===== config.mk =====
export PLATFORM = sky130hd
export DESIGN_NAME = adder_share_arbiter
export DESIGN_NICKNAME = d
export VERILOG_FILES = /design/src/rtl/adder_share_arbiter.sv
export SDC_FILE = /design/constraint.sdc
export NUM_CORES = 1
export LEC_CHECK = 0
export ABC_CLOCK_PERIOD_IN_PS = 14790
export CORE_MARGIN = 10
export CORE_UTILIZATION = 45
export DETAILED_ROUTE_END_ITERATION = 7
export PLACE_DENSITY = 0.75
export SYNTH_ARGS = -nofsm -noshare
export SYNTH_HDL_FRONTEND = slang
export SYNTH_SLANG_ARGS = --single-unit

===== constraint.sdc =====
create_clock -name clk -period 14.79 [get_ports clk]
set_clock_uncertainty 0.05 [all_clocks]
set_input_delay 1.479 -clock clk [delete_from_list [all_inputs] [get_ports clk]]
set_output_delay 1.479 -clock clk [all_outputs]
set_load 0.02 [all_outputs]

===== src/rtl/adder_share_arbiter.sv =====
// adder_share_arbiter: two requesters share one 32-bit ripple-carry adder, round-robin on ties.
// Latency: resp_valid rises SETTLE_CYCLES rising edges after the request-acceptance edge.
// Backpressure: result is held in RESP until resp_ready; requests stay pending (ready low) while busy.
// Optional feature: define ADDER_ARB_OVF_EN to add the resp_ovf signed-overflow output.

// ripple_carry_adder_32bit: plain 32-stage full-adder chain, purely combinational.
// Latency: combinational; the ripple path needs the owner to hold operands stable long enough.
// Backpressure: none (no handshake).
module ripple_carry_adder_32bit (
    input  logic [31:0] a_i,
    input  logic [31:0] b_i,
    input  logic        cin_i,
    output logic [31:0] sum_o,
    output logic        cout_o
);
    logic [32:0] carry;

    assign carry[0] = cin_i;

    for (genvar i = 0; i < 32; i++) begin : g_fa
        assign sum_o[i]     = a_i[i] ^ b_i[i] ^ carry[i];
        assign carry[i + 1] = (a_i[i] & b_i[i]) | (carry[i] & (a_i[i] ^ b_i[i]));
    end

    assign cout_o = carry[32];
endmodule

// adder_share_arbiter: arbitrates two add requesters onto one shared adder, one transaction at a time.
// Latency: SETTLE_CYCLES edges from acceptance to resp_valid; one idle cycle after each response.
// Backpressure: RESP holds resp_* until resp_ready; reqN_ready only asserted in IDLE.
module adder_share_arbiter #(
    parameter int unsigned SETTLE_CYCLES = 2
) (
    input  logic        clk,
    input  logic        rst,
    input  logic        req0_valid,
    output logic        req0_ready,
    input  logic [31:0] req0_a,
    input  logic [31:0] req0_b,
    input  logic        req0_cin,
    input  logic        req1_valid,
    output logic        req1_ready,
    input  logic [31:0] req1_a,
    input  logic [31:0] req1_b,
    input  logic        req1_cin,
    output logic        resp_valid,
    input  logic        resp_ready,
    output logic        resp_id,
    output logic [31:0] resp_sum,
    output logic        resp_cout,
`ifdef ADDER_ARB_OVF_EN
    output logic        resp_ovf,
`endif
    output logic        busy
);
    typedef enum logic [1:0] {
        IDLE = 2'd0,
        EXEC = 2'd1,
        RESP = 2'd2
    } state_t;

    // Settle counter starts at SETTLE_CYCLES-1 and captures when it reaches zero.
    localparam logic [3:0] CNT_LOAD = 4'(SETTLE_CYCLES - 1);

    state_t      state_q, state_d;
    logic [3:0]  cnt_q, cnt_d;
    logic        ptr_q, ptr_d;        // requester granted most recently
    logic [31:0] op_a_q, op_a_d;
    logic [31:0] op_b_q, op_b_d;
    logic        op_cin_q, op_cin_d;
    logic        op_id_q, op_id_d;
    logic [31:0] resp_sum_q, resp_sum_d;
    logic        resp_cout_q, resp_cout_d;
    logic        resp_id_q, resp_id_d;
`ifdef ADDER_ARB_OVF_EN
    logic        resp_ovf_q, resp_ovf_d;
`endif

    logic        win;
    logic [31:0] add_sum;
    logic        add_cout;

    // The only adder; it sees nothing but the latched operand registers.
    ripple_carry_adder_32bit u_adder (
        .a_i    (op_a_q),
        .b_i    (op_b_q),
        .cin_i  (op_cin_q),
        .sum_o  (add_sum),
        .cout_o (add_cout)
    );

    // Next-state, arbitration and operand/result capture decisions.
    always_comb begin
        state_d     = state_q;
        cnt_d       = cnt_q;
        ptr_d       = ptr_q;
        op_a_d      = op_a_q;
        op_b_d      = op_b_q;
        op_cin_d    = op_cin_q;
        op_id_d     = op_id_q;
        resp_sum_d  = resp_sum_q;
        resp_cout_d = resp_cout_q;
        resp_id_d   = resp_id_q;
`ifdef ADDER_ARB_OVF_EN
        resp_ovf_d  = resp_ovf_q;
`endif
        req0_ready  = 1'b0;
        req1_ready  = 1'b0;

        // Tie goes to the requester not granted last; a lone valid always wins.
        if (req0_valid && req1_valid) begin
            win = ~ptr_q;
        end else begin
            win = req1_valid;
        end

        case (state_q)
            IDLE: begin
                if (!rst && (req0_valid || req1_valid)) begin
                    req0_ready = ~win;
                    req1_ready = win;
                    op_a_d     = win ? req1_a   : req0_a;
                    op_b_d     = win ? req1_b   : req0_b;
                    op_cin_d   = win ? req1_cin : req0_cin;
                    op_id_d    = win;
                    ptr_d      = win;
                    cnt_d      = CNT_LOAD;
                    state_d    = EXEC;
                end
            end
            EXEC: begin
                if (cnt_q == 4'd0) begin
                    resp_sum_d  = add_sum;
                    resp_cout_d = add_cout;
                    resp_id_d   = op_id_q;
`ifdef ADDER_ARB_OVF_EN
                    resp_ovf_d  = (op_a_q[31] == op_b_q[31]) && (add_sum[31] != op_a_q[31]);
`endif
                    state_d     = RESP;
                end else begin
                    cnt_d = cnt_q - 4'd1;
                end
            end
            RESP: begin
                if (resp_ready) begin
                    state_d = IDLE;
                end
            end
            default: begin
                state_d = IDLE;
            end
        endcase
    end

    // State and datapath registers; reset clears everything and drops any in-flight transaction.
    always_ff @(posedge clk or posedge rst) begin
        if (rst) begin
            state_q     <= IDLE;
            cnt_q       <= 4'd0;
            ptr_q       <= 1'b1;
            op_a_q      <= 32'd0;
            op_b_q      <= 32'd0;
            op_cin_q    <= 1'b0;
            op_id_q     <= 1'b0;
            resp_sum_q  <= 32'd0;
            resp_cout_q <= 1'b0;
            resp_id_q   <= 1'b0;
`ifdef ADDER_ARB_OVF_EN
            resp_ovf_q  <= 1'b0;
`endif
        end else begin
            state_q     <= state_d;
            cnt_q       <= cnt_d;
            ptr_q       <= ptr_d;
            op_a_q      <= op_a_d;
            op_b_q      <= op_b_d;
            op_cin_q    <= op_cin_d;
            op_id_q     <= op_id_d;
            resp_sum_q  <= resp_sum_d;
            resp_cout_q <= resp_cout_d;
            resp_id_q   <= resp_id_d;
`ifdef ADDER_ARB_OVF_EN
            resp_ovf_q  <= resp_ovf_d;
`endif
        end
    end

    assign resp_valid = (state_q == RESP);
    assign busy       = (state_q != IDLE);
    assign resp_id    = resp_id_q;
    assign resp_sum   = resp_sum_q;
    assign resp_cout  = resp_cout_q;
`ifdef ADDER_ARB_OVF_EN
    assign resp_ovf   = resp_ovf_q;
`endif
endmodule


==> flow_summary_export.csv <==
group,metric,value,unit
final_layout,fillers,940,
critical_path,rrSetupSlack,1.38,ns
grt,grt-ovfl-total,0,
detailed_routing,post_drt_wl_per_cell,19.31,um
critical_path,startpoint,"op_a_q[0]",
grt,grt_max_degree,95,
cts,h-tree-depth,3,
synthesis,synth-async-reset-ratio,100.0,%
critical_path,crit_path_start_kind,"flip-flop",
detailed_routing,vias_per_cell,5.528,
synthesis,yosysTopAreaCell,"dfrtp_1",
cts,root_buffer,"clkbuf_16",
synthesis,yosysWarnings,0,
grt,grt_first_pass_wirelength,23860,um
synthesis,syn_nets,630,
synthesis,syn_area,0.005494,mm2
detailed_routing,drc,0,
cts,cts_setup_buffers,0,
timing,period_minus_slack,13.41,ns
timing,rsz0062_at_grt,"false",
placed_design,dp.cells,746,
critical_path,path_class,"flip-flop to flip-flop",
cts,cts_resized,0,
detailed_routing,wl,14730,um
hold_path,hold_end,"op_id_q",
final_layout,fin_nets,779,
placed_design,place.gp.congestion,0.8148,
critical_path,cp.required,14.99,ns
synthesis,synthTopCellsByArea,"dfrtp_1 48%, a221o_1 12%, fa_1 12%, mux2_2 6.4%, nor3_1 5.5%",
synthesis,synth_top_area_share,48.28,%
critical_path,cp.arrival,13.61,ns
synthesis,synth_flop_cell,"dfrtp_1",
grt,grt_pass1_vias,4536,
hold_path,min_from,"op_id_q",
timing,setup_viol,0,
run,maxCapViolCount,0,
cts,cts_tree,"yes",
floorplan,die_w,130.5,um
final_layout,area_growth,37.12,%
grt,grt.total_usage,17.68,%
outcome,status,"finished clean",
final_layout,final_cells,763,
synthesis,ys_seq_area_share,48.76,%
cts,cts-buffers-inserted,9,
synthesis,synth_edf_count,0,
synthesis,avgSynthCellArea,11.92,um2
power_and_ir_drop,power.leakage,3.172,nW
detailed_routing,first_iter_violations,269,
timing,fmax,74.57,MHz
cts,clock_sinks,107,
critical_path,reg2regPathDepth,36,
grt,grt_antenna_before_repair,2,
hold_path,whs_path_depth,1,
floorplan,design.core.area,0.01196,mm2
critical_path,path_max_fanout,2,
placed_design,portBuffers,172,
timing,period_share,90.67,%
critical_path,crit_slowest_cell,"fa_1",
synthesis,ys_ff_latch,107,
timing,max_slew_margin,16.70,%
detailed_routing,vias,4218,
floorplan,die_h,130.5,um
cts,postCtsHoldBufs,0,
critical_path,rr_endpoint,"resp_sum[31]",
final_layout,drive_above_1_share,11.54,%
critical_path,crit_buf_inv,3,
synthesis,synth_cell_types,37,
placed_design,dp_hpwl,10960,um
timing,tns,0,ns
floorplan,start_util,45.93,%
cts,clockBufferDepth,2,
floorplan,dieArea,0.01703,mm2
power_and_ir_drop,power.density,193.8,mW/mm2
cts,clock_latency,0.33,ns
detailed_routing,postRouteAntennaNets,0,
timing,hold_viol,0,
final_layout,layout_common_cells,"171 x clkdlybuf4s50_1, 106 x dfrtp_1, 66 x nand2_1",
final_layout,final_common_cell,"clkdlybuf4s50_1",
critical_path,end_kind,"flip-flop",
floorplan,io_pins,173,
timing,worstMarginPinSlew,1.249,ns
hold_path,hold_path_class,"flip-flop to flip-flop",
detailed_routing,drtPass1Iterations,4,
cts,clk_pin_slew,0.07,ns
critical_path,r2r-start,"op_a_q[0]",
timing,drv_slew,0,
power_and_ir_drop,ir_drop,0.07525,mV
floorplan,fp-row-count,40,
critical_path,cp_top_family,"adder cells",
synthesis,syn_inst,461,
critical_path,path_common_cell,"fa_1",
critical_path,slowest_delay,0.47,ns
==> metal layers <==
metal / routed length [um] / vias to the layer above / part of all wire, % / GRT usage, %
met4: 133 / 2 / 0.90 / 4.317
li1: - / 1990 / - / -
met3: 1293 / 10 / 8.8 / 6.044
met1: 6213 / 2048 / 42 / 22.23
met5: 12 / - / 0.081 / 0
met2: 7080 / 168 / 48 / 28.72
==> metrics by stage <==
| stage | area, um2 | util, % | setup slack (ns) | total power [mW] | hold slack (ns) |
|---|---|---|---|---|---|
| 4_1_cts | 7531 | 62.96 | 1.341 | 1.486 | 0.4539 |
| 6_report | 7533 | 62.98 | 1.380 | 1.460 | 0.4539 |
| 5_1_grt | 7531 | 62.96 | 0.9732 | 1.584 | 0.4736 |
| 3_3_place_gp | 7236 | 60.49 | 1.635 | 1.214 | 0.4226 |
| 2_1_floorplan | 5494 | - | 2.067 | 0.9860 | 0.4101 |
| 3_5_place_dp | 7236 | 60.49 | 1.404 | 1.246 | 0.4392 |
==> cells in the mapped netlist, drive strengths merged (2+ instances only) <==
library cell,count
o21ai,3
a221o,65
o21a,2
dfrtp,106
mux2,31
buf,26
clkbuf,13
inv,14
nor2,3
nand2b,3
nand2,67
and3,2
ha,2
nor2b,3
nand3,2
a31oi,2
fa,32
nor3,69
a21oi,5
==> final cells by class <==
cell class                 instances  area, um2  share of cell area, %
sequential                       107       2679                  35.56
multi-input combinational        301       2564                  34.03
timing repair buffer             177       1754                  23.29
clock buffer                      11      242.7                  3.222
tap                              147      183.9                  2.441
inverter                          14      55.05                 0.7308
clock inverter                     5      52.55                 0.6976
antenna                            1      2.502                0.03322
==> how the worst max path moves through the flow <==
stage / end / slack (ns) / depth (start not counted)
after floorplan: resp_sum[31] / 2.07 / 36
after global placement: resp_sum[31] / 1.63 / 36
after detailed placement: resp_sum[31] / 1.40 / 36
after CTS: resp_sum[31] / 1.34 / 36
after global routing: resp_sum[31] / 0.97 / 36
final: resp_sum[31] / 1.38 / 36
==> registers in the layout (all words and copies together), names as in the netlist <==
name and cells:
state_q 2, op_b_q 32, op_id_q 1, resp_cout 1, cnt_q 4, op_a_q 32, op_cin_q 1, resp_sum 32
ptr_q 1, resp_id 1
==> report_power, final <==
part / switching, mW / total [mW] / internal [mW]
clock: 0.0994 / 0.234 / 0.135
sequential: 0.111 / 0.548 / 0.437
combinational: 0.317 / 0.677 / 0.360
total: 0.528 / 1.46 / 0.932
==> worst register-to-register path: cells and delay by family (launching register included) <==
kind | cells | cell delay, ns
buffers and inverters | 3 | 0.20
adders and majority gates | 32 | 12.53
AOI/OAI and AO/OA | 1 | 0.15
DFF | 1 | 0.42
==> cells by family after synthesis <==
| logic type | after synthesis | share of synthesized area, % |
|---|---|---|
| compound gates | 81 | 13.71 |
| fa+ha+maj | 34 | 12.12 |
| buf+inv | 53 | 4.965 |
| flops | 107 | 48.76 |
| mux | 32 | 6.536 |
| simple gates | 154 | 13.92 |
(Power assumes the default switching activity.)
